===== src/rtl/hex_nibble_display.sv =====
// hex_nibble_display
//
// Shows a captured byte on a single 7-segment digit as two hex characters in
// turn: high nibble, then low nibble with the decimal point lit, then a blank
// gap. The sequence repeats until a new byte is loaded or reset is asserted.
//
// Parameters:
//   MAX_COUNT  - dwell length of each display phase in clk cycles (1 .. 2^24-1)
//
// Ports:
//   clk        in   1  system clock
//   rst        in   1  asynchronous, active-high reset
//   ena        in   1  enable; low freezes all state and blanks the display
//   data_in    in   8  byte to display, captured on data_valid
//   data_valid in   1  single-cycle load strobe for data_in
//   seg_out    out  8  segment drive, active-high; bit0 = a .. bit6 = g, bit7 = dp
//   busy       out  1  high whenever the block is not idle
module hex_nibble_display #(
  parameter logic [23:0] MAX_COUNT = 24'd10_000_000
) (
  input  logic       clk,
  input  logic       rst,
  input  logic       ena,
  input  logic [7:0] data_in,
  input  logic       data_valid,
  output logic [7:0] seg_out,
  output logic       busy
);

  typedef enum logic [1:0] {
    IDLE    = 2'd0,
    SHOW_HI = 2'd1,
    SHOW_LO = 2'd2,
    GAP     = 2'd3
  } state_t;

  localparam logic [23:0] LAST_CNT = MAX_COUNT - 24'd1;

  state_t      state;
  state_t      state_nxt;
  logic [23:0] cnt;
  logic [23:0] cnt_nxt;
  logic [7:0]  data_reg;
  logic [7:0]  data_nxt;
  logic [7:0]  seg_raw;

  // Hex digit to segment pattern (a = bit0 .. g = bit6), dp left clear.
  function automatic logic [7:0] hex_seg(input logic [3:0] nib);
    logic [7:0] s;
    case (nib)
      4'h0:    s = 8'h3F;
      4'h1:    s = 8'h06;
      4'h2:    s = 8'h5B;
      4'h3:    s = 8'h4F;
      4'h4:    s = 8'h66;
      4'h5:    s = 8'h6D;
      4'h6:    s = 8'h7D;
      4'h7:    s = 8'h07;
      4'h8:    s = 8'h7F;
      4'h9:    s = 8'h6F;
      4'hA:    s = 8'h77;
      4'hB:    s = 8'h7C;
      4'hC:    s = 8'h39;
      4'hD:    s = 8'h5E;
      4'hE:    s = 8'h79;
      default: s = 8'h71;
    endcase
    return s;
  endfunction

  always_ff @(posedge clk or posedge rst) begin
    if (rst) begin
      state    <= IDLE;
      cnt      <= '0;
      data_reg <= '0;
    end else begin
      state    <= state_nxt;
      cnt      <= cnt_nxt;
      data_reg <= data_nxt;
    end
  end

  always_comb begin
    state_nxt = state;
    cnt_nxt   = cnt;
    data_nxt  = data_reg;
    if (ena) begin
      if (data_valid) begin
        // A load restarts the sequence from any state, overriding any
        // phase expiry on the same edge.
        data_nxt  = data_in;
        state_nxt = SHOW_HI;
        cnt_nxt   = '0;
      end else if (state != IDLE) begin
        if (cnt == LAST_CNT) begin
          cnt_nxt = '0;
          case (state)
            SHOW_HI: state_nxt = SHOW_LO;
            SHOW_LO: state_nxt = GAP;
            default: state_nxt = SHOW_HI;
          endcase
        end else begin
          cnt_nxt = cnt + 24'd1;
        end
      end
    end
  end

  // Display decode depends only on registered state, never on data_in.
  always_comb begin
    seg_raw = 8'h00;
    case (state)
      SHOW_HI: seg_raw = hex_seg(data_reg[7:4]);
      SHOW_LO: seg_raw = hex_seg(data_reg[3:0]) | 8'h80;
      default: seg_raw = 8'h00;
    endcase
  end

  assign seg_out = ena ? seg_raw : 8'h00;
  assign busy    = (state != IDLE);

endmodule

===== config.mk =====
export PLATFORM = sky130hd
export DESIGN_NAME = hex_nibble_display
export DESIGN_NICKNAME = d
export VERILOG_FILES = /design/src/rtl/hex_nibble_display.sv
export SDC_FILE = /design/constraint.sdc
export NUM_CORES = 1
export LEC_CHECK = 0
export BUFFER_PORTS_ARGS = -buffer_cell sky130_fd_sc_hd__buf_4
export CELL_PAD_IN_SITES_DETAIL_PLACEMENT = 1
export CELL_PAD_IN_SITES_GLOBAL_PLACEMENT = 1
export CORE_MARGIN = 5
export CORE_UTILIZATION = 49
export CTS_CLUSTER_SIZE = 24
export DETAILED_ROUTE_END_ITERATION = 16
export PLACE_DENSITY = 0.95
export SYNTH_ARGS = -nofsm -noshare
export SYNTH_HDL_FRONTEND = slang
export SYNTH_SLANG_ARGS = --single-unit
export TNS_END_PERCENT = 5

===== constraint.sdc =====
create_clock -name clk -period 5.69 [get_ports clk]
set_input_delay 1.138 -clock clk [delete_from_list [all_inputs] [get_ports clk]]
set_output_delay 1.138 -clock clk [all_outputs]
set_load 0.01 [all_outputs]

Word level (Yosys, flattened, before mapping)
Memory sizes are Yosys's and may differ from the RTL's.
Cells that the tools add are included.
{"block": "totals", "register_bits": 34, "romBits": 224, "output_inout_bits": 9, "memories": 2}
{"memory": "(no name shown)", "words": 16, "width": 7, "read_ports": 1, "rd_clocked_by_memory_dff": 0, "write_ports": 0, "line_no": "50", "source": "case (nib)"}
{"memory": "(no name shown)", "words": 16, "width": 7, "read_ports": 1, "rd_clocked_by_memory_dff": 0, "write_ports": 0, "line_no": "50"}
{"block": "classes", "reduce_logical": 6, "n_mux": 9, "n_addsub": 1, "eq_ne": 3}
{"operator": "$mux W24", "count": 3}
{"operator": "$add A24 B1 Y24 const B", "count": 1}
{"operator": "$eq A24 B24 Y1 const B", "count": 1}
{"operator": "$pmux W8 S2", "count": 1}
{"operator": "$mux W8", "count": 1}
{"operator": "$mux W2", "count": 3}
{"operator": "$reduce_bool A2 Y1", "count": 3}
{"operator": "$pmux W2 S2", "count": 1}
{"operator": "$reduce_and A2 Y1", "count": 2}
{"operator": "$reduce_and A3 Y1", "count": 1}
{"operator": "$eq A2 B1 Y1 const B", "count": 1}
{"operator": "$eq A2 B2 Y1 const B", "count": 1}

Longest topological paths before layout
Gate-level depths: netlist of the first run.
{"block": "depth", "depth_word": 5, "mapped_depth": 8, "depth_no_buf": 6}

Worst setup path after synthesis of the first run
No wires, ideal clock.
{"block": "synth_path", "path_kind": "input-to-output", "startpoint": "in ena", "endpoint": "out seg_out[0]", "n_path_buf": 1, "arrival_time_ps": 1780, "setup_slack_ps": 2772, "stages": 3, "cell_sequence": "clkbuf_1 > nand2_1 > a21oi_1"}
{"block": "synth_via", "elab_chain_cells": 1}
{"element": "from (decl)", "line_no": "23", "source": "input logic ena,"}
{"element": "$mux W8", "line_no": "119", "source": "assign seg_out = ena ? seg_raw : 8'h00;"}
{"element": "to (decl)", "line_no": "26", "source": "output logic [7:0] seg_out,"}
No other way between the ends.

Worst setup path after layout of the first run
{"block": "layout_path", "startpoint": "reg data_reg[1]", "endpoint": "out seg_out[6]"}
{"block": "layout_via", "elab_chain_cells": 3}
{"element": "from (decl)", "line_no": "43", "source": "logic [7:0] data_reg;"}
{"element": "from (signal assigned)", "line_no": "79", "source": "data_reg <= data_nxt;"}
{"element": "$mem_v2 Z16 W7"}
{"element": "$pmux W8 S2", "line_no": "112", "source": "case (state)"}
{"element": "$mux W8", "line_no": "119"}
No other way between the ends.

==> out/qor.yml, run 1 <==
worst_setup_path:
  reg2reg_to: "state[0]"
  critPathCaptureType: "output pin"
  slowest_stage: "dfrtp_1"
  r2r_start: "state[0]"
  crit_family: "compound AO/OA/AOI/OAI gates"
  worstRegToRegCells: 6
  path_class: "reg -> out"
  startpoint_type: "register"
  worstPathRequired_ns: 4.55
  cp.depth: 6
  r2r_setup_slack_ns: 2.83
  cp.arrival_ns: 2.03
  cp_cell_sequence: "inv_1 > ha_1 > mux2_2 > a221o_1 > a21oi_1 > buf_4"
  cp_num_buf_inv: 2
  cpPeakStageDelay_ns: 0.44
  cp_max_fo: 5
sta:
  setup_viol: 0
  tns_ns: 0
  fin_hold_ws_ns: 0.550
  max_freq_ghz: 0.316
  fin_crit_ns: 3.16
  setup_ws_ns: 2.53
  finalCritPeriodShare_pct: 55.6
  slew_violations: 0
  finalHoldViolCount: 0
  grt_setup_unrepaired: "no"
  skew_ns: 0.00706
  relSlewSlack_pct: 20.5
  worst_pin_slew_ns: 1.18
floorplanning:
  initial_core_util_pct: 51.3
  ios: 21
  dieArea_sq_um: 6530
  core_sq_um: 4790
  num_rows: 25
  die_h_microns: 80.8
  die_w_microns: 80.8
pwr:
  p_leak_nw: 1.11
  power_density_nw_per_um2: 216
  swShare_pct: 31.3
  p_sw_uw: 184
  p_clk_share_pct: 32.2
  total_power_uw: 589
  p_int_uw: 405
  power_frac_comb_pct: 20.1
  p_seq_share_pct: 47.6
  irDropWorstVdd_mv: 0.125
placed_design:
  dp_hpwl_mm: 4.88
  gp_congestion: 0.842
  dp.cells: 356
  placed_area_sq_um: 2640
  pre_cts_slack_ns: 2.22
  io_buffers: 20
detailed_routing:
  drt_iter0_markers: 100
  via_per_inst: 6.34
  vias: 2306
  drc_errors: 0
  ant_nets: 0
  drt-total-wl_mm: 6.75
  dr.pass1.iters: 4
  wl_per_cell_microns: 18.5
yosys:
  synth_top_area_share_pct: 34.6
  yosysUniqueCellTypes: 41
  async_flop_share_pct: 100
  synth_area_leader_cell: "dfrtp_1"
  synth-edff-count: 0
  avgSynthCellArea_sq_um: 8.71
  synth_common_cells: "dfrtp_1, nand2_1, nand3_1"
  synthesis.area_sq_um: 2460
  synth_cells: 282
  yosysMostFrequentCell: "dfrtp_1"
  ys_seq_area_share_pct: 34.6
  ys.flop_type: "dfrtp_1"
  synthTopCellsByArea: "dfrtp_1, ha_1, nand2_1"
  yosys_warnings: 0
  ys_ff_latch: 34
  syn_nets: 311
cts:
  cts_tree: "done"
  cts_buffer_depth: 2
  root_buffer: "clkbuf_8"
  post_cts_resized: 0
  cts_sinks: 34
  hold_buffers: 0
  clkTransAtPathRegs_ns: 0.07
  insertion_delay_ns: 0.29
  cts_made_buffers: 5
  htreeDepth: 2
  cts_setup_buffers: 0
grt:
  grt_max_degree: 35
  use_met2_pct: 40.4
  grt_usage_pct: 23.1
  use_met1_pct: 28.5
  antenna_found_initial: 0
  grt_first_pass_wirelength_mm: 11.7
  overflow: 0
  first_global_vias: 2357
  use_met3_pct: 3.88
  grt.busiest_layer: "met2"
hold_path:
  min_from: "cnt[1]"
  holdCritPathClass: "reg -> reg"
  holdPathEnd: "cnt[1]"
  hold_path_depth: 2
final_layout:
  utilization_pct: 57.1
  area_delta_synth_final_pct: 11.2
  largest_reg_flops: 24
  seqCellArea_sq_um: 851
  stdcell_area_sq_um: 2730
  nFillCells: 599
  final_cell_count_no_fill: 364
  diodes: 0
  fin_nets: 325
  drive_above_1_share_pct: 12.8
  multiInputGateArea_sq_um: 1500
job:
  cap_viol_max_count: 0
outcome:
  status: "finished, final reports clean"
-- per-layer routing --
layer	vias up	routed length (microns)
li1	1099	-
met1	1149	2850
met2	48	3490
met3	10	257
met4	0	152
met5	-	0
-- worst min-delay path: stages, from the launching register on --
cell and delay [ns]:
dfrtp_1 0.39, nand2_1 0.06, o31ai_1 0.06
-- power by group through the flow --
stage	Sequential [mW]	Clock [mW]	Combinational, mW
after floorplan	0.271	0	0.0882
after global placement	0.282	0	0.113
after detailed placement	0.285	0	0.119
after CTS	0.280	0.193	0.120
after global routing	0.285	0.209	0.134
final	0.281	0.190	0.119
-- worst max-delay path by stage --
stage / startpoint / end / slack (ns)
CTS: data_reg[0] / seg_out[6] / 2.51
finish: data_reg[1] / seg_out[6] / 2.53
detailed placement: data_valid / state[1] / 2.22
global route: data_valid / state[1] / 2.31
floorplan: ena / seg_out[0] / 2.77
global placement: data_valid / state[0] / 2.39
-- cells by family (layout without fill, tap and decap cells) --
| family | Yosys count | count (layout) | synth area share, % |
|---|---|---|---|
| simple gates | 117 | 117 | 26.7 |
| compound gates | 75 | 75 | 21.0 |
| flops | 34 | 34 | 34.6 |
| buf+inv | 28 | 43 | 4.53 |
| fa+ha+maj | 17 | 17 | 8.66 |
| mux | 8 | 8 | 3.41 |
| xor+xnor | 3 | 3 | 1.07 |
-- placed cells by master, fill, tap and decap left out, types with 2 or more instances in the layout --
cell      synthesis  routed
nor4_1            3       3
o21ai_0          18      18
and4_1            4       4
a21oi_1           9       9
or4_1            12      12
or3_1             4       4
clkbuf_8          0       6
mux2_2            3       3
o211ai_1         12      12
a211oi_2          3       3
inv_1            14      14
nor2b_1           2       2
nor4b_1           2       2
nand2_1          32      32
and2_1            3       3
mux2i_1           5       5
nand2b_1          7       7
nand3_1          19      19
xor2_1            3       3
a21o_1            2       2
dfrtp_1          34      34
nor3_1            5       5
buf_4             1      21
and3_1            3       3
o41ai_1           2       2
a211oi_1         12      12
nor2_1            8       8
nand4_1           8       8
ha_1             17      17
a31oi_1           2       2
o31ai_1          12      12
-- cell type report --
class                           count  area share (%)
Multi-Input combinational cell    220            54.7
Sequential cell                    34            31.1
Timing Repair Buffer               21            5.77
Clock buffer                        7            3.16
Tap cell                           67            3.07
Inverter                           14            1.92
Clock inverter                      1           0.183
Power figures use the tool's default switching activity.
==> run 2, diff against run 1 <==
--- a/config.mk
+++ b/config.mk
@@ -5,14 +5,15 @@
 export SDC_FILE = /design/constraint.sdc
 export NUM_CORES = 1
 export LEC_CHECK = 0
+export ABC_AREA = 1
 export BUFFER_PORTS_ARGS = -buffer_cell sky130_fd_sc_hd__buf_4
 export CELL_PAD_IN_SITES_DETAIL_PLACEMENT = 1
 export CELL_PAD_IN_SITES_GLOBAL_PLACEMENT = 1
 export CORE_MARGIN = 5
-export CORE_UTILIZATION = 49
+export CORE_UTILIZATION = 44
 export CTS_CLUSTER_SIZE = 24
 export DETAILED_ROUTE_END_ITERATION = 16
-export PLACE_DENSITY = 0.95
+export PLACE_DENSITY = 0.91
 export SYNTH_ARGS = -nofsm -noshare
 export SYNTH_HDL_FRONTEND = slang
 export SYNTH_SLANG_ARGS = --single-unit
==> constraint.sdc (replaced) <==
create_clock -name clk -period 3 [get_ports clk]
set_input_delay 0.6 -clock clk [delete_from_list [all_inputs] [get_ports clk]]
set_output_delay 0.6 -clock clk [all_outputs]
set_load 0.01 [all_outputs]
==> out/qor.yml, run 2 <==
outcome:
  status: "finished, final reports clean"
yosys:
  async_flop_share_pct: 100
  synth_top_area_share_pct: 34.3
  synth_cells: 342
  ys_seq_area_share_pct: 34.3
  synth-edff-count: 0
  synthTopCellsByArea: "dfrtp_1, nand2_1, nor2_1"
  yosysUniqueCellTypes: 38
  yosysMostFrequentCell: "nand2_1"
  synth_area_leader_cell: "dfrtp_1"
  avgSynthCellArea_sq_um: 7.24
  ys.flop_type: "dfrtp_1"
  synthesis.area_sq_um: 2480
  yosys_warnings: 0
  synth_common_cells: "nand2_1, nor2_1, inv_1"
  syn_nets: 371
  ys_ff_latch: 34
placed_design:
  io_buffers: 20
  dp_hpwl_mm: 4.77
  gp_congestion: 0.796
cts:
  hold_buffers: 0
  htreeDepth: 2
  root_buffer: "clkbuf_8"
  cts_tree: "done"
  clkTransAtPathRegs_ns: 0.07
  cts_buffer_depth: 2
  post_cts_resized: 0
  cts_made_buffers: 5
  cts_sinks: 34
  cts_setup_buffers: 0
  insertion_delay_ns: 0.29
worst_setup_path:
  worstRegToRegCells: 10
  cp_max_fo: 6
  r2r_start: "state[0]"
  cp_cell_sequence: "inv_1 > ha_1 > inv_1 > nor2_1 > nor3_1 > or2_2 > a21oi_1 > buf_4"
  reg2reg_to: "cnt[10]"
  startpoint_type: "register"
  path_class: "reg -> out"
  slowest_stage: "dfrtp_1"
  cpPeakStageDelay_ns: 0.42
  cp.arrival_ns: 1.88
  critPathCaptureType: "output pin"
  r2r_setup_slack_ns: 0.82
  crit_top_cell: "inv_1"
  worstPathRequired_ns: 2.40
final_layout:
  diodes: 0
  drive_above_1_share_pct: 12.9
  largest_reg_flops: 24
  mostFrequentLayoutCell: "nand2_1"
  final_cell_mix: "nand2_1, nor2_1, inv_1"
  area_delta_synth_final_pct: 11.7
  fin_nets: 391
hold_path:
  holdCritPathClass: "in -> async"
pwr:
  power_frac_comb_pct: 37.1
  p_clk_share_pct: 23.4
  power_density_nw_per_um2: 526
  p_int_uw: 891
  irDropWorstVdd_mv: 0.421
  p_sw_uw: 564
  total_power_mw: 1.45
  swShare_pct: 38.7
  p_leak_nw: 1.38
  p_seq_share_pct: 39.6
sta:
  grt_setup_unrepaired: "no"
  setup_viol: 0
  worst_pin_slew_ns: 0.652
  tns_ns: 0
  fin_crit_ns: 2.48
  finalHoldViolCount: 0
  finalCritPeriodShare_pct: 82.7
  relSlewSlack_pct: 56.5
  skew_ns: 0.00491
  max_freq_ghz: 0.403
  slew_violations: 0
detailed_routing:
  vias: 2210
  drc_errors: 0
  wl_per_cell_microns: 13.8
  via_per_inst: 5.08
  ant_nets: 0
  drt-total-wl_mm: 6.01
  drt_iter0_markers: 61
  dr.pass1.iters: 4
grt:
  first_global_vias: 2461
  grt_first_pass_wirelength_mm: 10.8
  overflow: 0
  grt_usage_pct: 18.2
  antenna_found_initial: 0
  grt_max_degree: 19
floorplanning:
  die_h_microns: 85.0
  die_w_microns: 85.0
  num_rows: 27
  initial_core_util_pct: 45.3
  dieArea_sq_um: 7230
  core_sq_um: 5470
  ios: 21
job:
  cap_viol_max_count: 0
## run 2: power groups by stage
stage / Sequential, mW / Clock [mW] / Combinational, mW
2_1_floorplan: 0.562 / 0 / 0.392
3_3_place_gp: 0.581 / 0 / 0.524
3_5_place_dp: 0.585 / 0 / 0.542
4_1_cts: 0.576 / 0.353 / 0.546
5_1_grt: 0.584 / 0.385 / 0.608
6_report: 0.576 / 0.340 / 0.539
## run 2: worst max-delay path by stage
stage            endpoint  slack, ns   startpoint  depth (start not counted)
2_1_floorplan  seg_out[4]       1.04  data_reg[5]                          7
3_3_place_gp      cnt[13]       0.71          ena                          8
3_5_place_dp      cnt[10]       0.61          ena                          8
4_1_cts        seg_out[4]       0.52  data_reg[5]                          8
5_1_grt        seg_out[4]       0.42  data_reg[4]                          8
6_report       seg_out[4]       0.52  data_reg[5]                          8
## run 2: worst max-delay path, delay by kind of cell, from the launching register on
kind | cells | cell delay [ns]
simple gates | 3 | 0.48
flops | 1 | 0.42
compound gates | 1 | 0.13
fa+ha+maj | 1 | 0.18
buf+inv | 3 | 0.37
## run 2: cell families (layout without fill, tap and decap cells)
family                   after synthesis  after routing  share of synthesized area [%]
AND/OR/NAND/NOR                      188            188                           34.9
buffers and inverters                 54             75                           8.89
AO/OA/AOI/OAI                         37             37                           8.99
flip-flops                            34             34                           34.3
adder cells (fa/ha/maj)               17             17                           8.59
XOR/XNOR                              11             11                           3.89
multiplexers                           1              1                          0.404
## run 2: final cells by class
type | count | area, sq um
Multi-Input combinational cell | 254 | 1410
Fill cell | 755 | 2710
Timing Repair Buffer | 21 | 158
Clock buffer | 5 | 68.8
Inverter | 46 | 173
Sequential cell | 34 | 851
Tap cell | 72 | 90.1
Clock inverter | 3 | 21.3
## run 2: routing by layer
| layer | GRT usage, % | wire length [microns] |
|---|---|---|
| met1 | 20.2 | 2570 |
| met2 | 34.8 | 3200 |
| met4 | 5.32 | 83 |
| met5 | 0 | 0 |
| met3 | 3.11 | 159 |
## run 2: metrics by stage
step                worst slack (ns)  hold WS, ns  cells  area (sq um)  utilization (%)
floorplan                       1.04        0.467    342          2480                -
CTS                            0.516        0.426    435          2770             50.6
global route                   0.417        0.448    435          2770             50.6
global placement               0.708        0.499    427          2680             48.9
detailed placement             0.613        0.516    427          2680             48.9
finish                         0.520        0.402    435          2770             50.6
==> run 3, diff against run 2 <==
==> constraint.sdc (replaced) <==
create_clock -name clk -period 2.3 [get_ports clk]
set_input_delay 0.46 -clock clk [delete_from_list [all_inputs] [get_ports clk]]
set_output_delay 0.46 -clock clk [all_outputs]
set_load 0.01 [all_outputs]
==> out/qor.yml, run 3 (synthesis gave the netlist of run 2 again) <==
outcome:
  status: "finished, final reports clean"
pwr:
  power_density_nw_per_um2: 702
  swShare_pct: 38.2
  p_seq_share_pct: 38.0
  power_frac_comb_pct: 38.7
  p_leak_nw: 1.41
  total_power_mw: 1.99
  p_int_mw: 1.23
  irDropWorstVdd_mv: 0.384
  p_sw_uw: 760
  p_clk_share_pct: 23.4
detailed_routing:
  via_per_inst: 5.16
  dr.pass1.iters: 4
  wl_per_cell_microns: 14.7
  ant_nets: 0
  drt_iter0_markers: 59
  vias: 2275
  drc_errors: 0
  drt-total-wl_mm: 6.47
worst_setup_path:
  startpoint: "data_reg[4]"
  cp_num_buf_inv: 3
  path_class: "reg -> out"
  crit_family: "flip-flops"
  slowest_stage: "dfrtp_1"
  r2r_start: "state[0]"
  cp_max_fo: 5
  startpoint_type: "register"
  worstPathRequired_ns: 1.84
  critPathCaptureType: "output pin"
  cp.arrival_ns: 1.76
  cpPeakStageDelay_ns: 0.44
  cp_cell_sequence: "inv_2 > ha_1 > inv_1 > nor2_2 > nor3_1 > or2_2 > a21oi_1 > buf_4"
sta:
  skew_ns: 0.00782
  setup_ws_ns: 0.0824
  slew_violations: 0
  relSlewSlack_pct: 53.9
  worst_pin_slew_ns: 0.691
  grt_setup_unrepaired: "yes"
  setup_viol: 0
  tns_ns: 0
  finalCritPeriodShare_pct: 96.4
  max_freq_ghz: 0.451
  fin_crit_ns: 2.22
  finalHoldViolCount: 0
placed_design:
  gp_congestion: 0.806
  pre_cts_slack_ns: 0.308
  io_buffers: 20
  dp_hpwl_mm: 4.97
  dp.cells: 431
final_layout:
  largest_reg_flops: 24
  drive_above_1_share_pct: 15.4
  nFillCells: 724
  diodes: 0
  area_delta_synth_final_pct: 14.4
  final_cell_mix: "nand2_1, nor2_1, inv_1"
  fin_nets: 397
  mostFrequentLayoutCell: "nand2_1"
  final_cell_count_no_fill: 441
job:
  cap_viol_max_count: 0
cts:
  insertion_delay_ns: 0.29
  cts_made_buffers: 5
  root_buffer: "clkbuf_8"
  cts_sinks: 34
  cts_buffer_depth: 2
  htreeDepth: 2
  cts_tree: "done"
  hold_buffers: 0
  clkTransAtPathRegs_ns: 0.08
grt:
  grt_max_degree: 21
  grt_usage_pct: 19.1
  antenna_found_initial: 0
  first_global_vias: 2506
  grt_first_pass_wirelength_mm: 11.4
  overflow: 0
floorplanning:
  initial_core_util_pct: 45.3
  die_w_microns: 85.0
  dieArea_sq_um: 7230
  core_sq_um: 5470
  die_h_microns: 85.0
  num_rows: 27
  ios: 21
hold_path:
  holdCritPathClass: "in -> async"
-- run 3: worst paths after layout --
| kind | slack [ns] | depth (start not counted) | endpoint |
|---|---|---|---|
| max | 0.08 | 8 | seg_out[4] |
| min | 0.28 | 2 | cnt[0] |
| max reg2reg | 0.47 | 11 | state[1] |
| min reg2reg | 0.55 | 2 | cnt[20] |
| max in group asynchronous | 1.46 | 3 | data_reg[2] |
| min in group clk | 0.42 | 3 | data_reg[7] |
-- run 3: timing repair --
action | 4_1_cts | 5_1_grt
resized for setup | 2 | 3
setup endpoints to repair | 1 | 4
buffers inserted | 0 | 2
-- run 3: metrics by stage --
step / instance area, sq um / utilization, % / hold slack, ns
after global routing: 2830 / 51.8 / 0.326
after floorplan: 2480 / - / 0.467
after global placement: 2720 / 49.7 / 0.489
final: 2830 / 51.8 / 0.277
after CTS: 2810 / 51.4 / 0.283
after detailed placement: 2720 / 49.7 / 0.538
-- run 3: power by group through the flow --
stage          logic [mW]  registers [mW]  clock network, mW
3_5_place_dp        0.757           0.763                  0
6_report            0.769           0.755              0.465
3_3_place_gp        0.717           0.756                  0
5_1_grt             0.859           0.766              0.508
4_1_cts             0.766           0.755              0.482
2_1_floorplan       0.511           0.733                  0
-- run 3: layout make-up --
cell class	instances	area [sq um]	area share, %
Clock buffer	7	86.3	3.05
Timing Repair Buffer	27	215	7.59
Tap cell	72	90.1	3.18
Clock inverter	1	5.00	0.177
Multi-Input combinational cell	254	1410	49.8
Sequential cell	34	852	30.1
Inverter	46	173	6.09
-- run 3: routing by layer --
metal	vias up	track usage [%]	share of wire, %
met1	1090	21.4	42
met3	12	3.40	2.9
met5	-	0	0
met4	0	7.05	1.9
met2	31	35.7	54
li1	1142	-	-
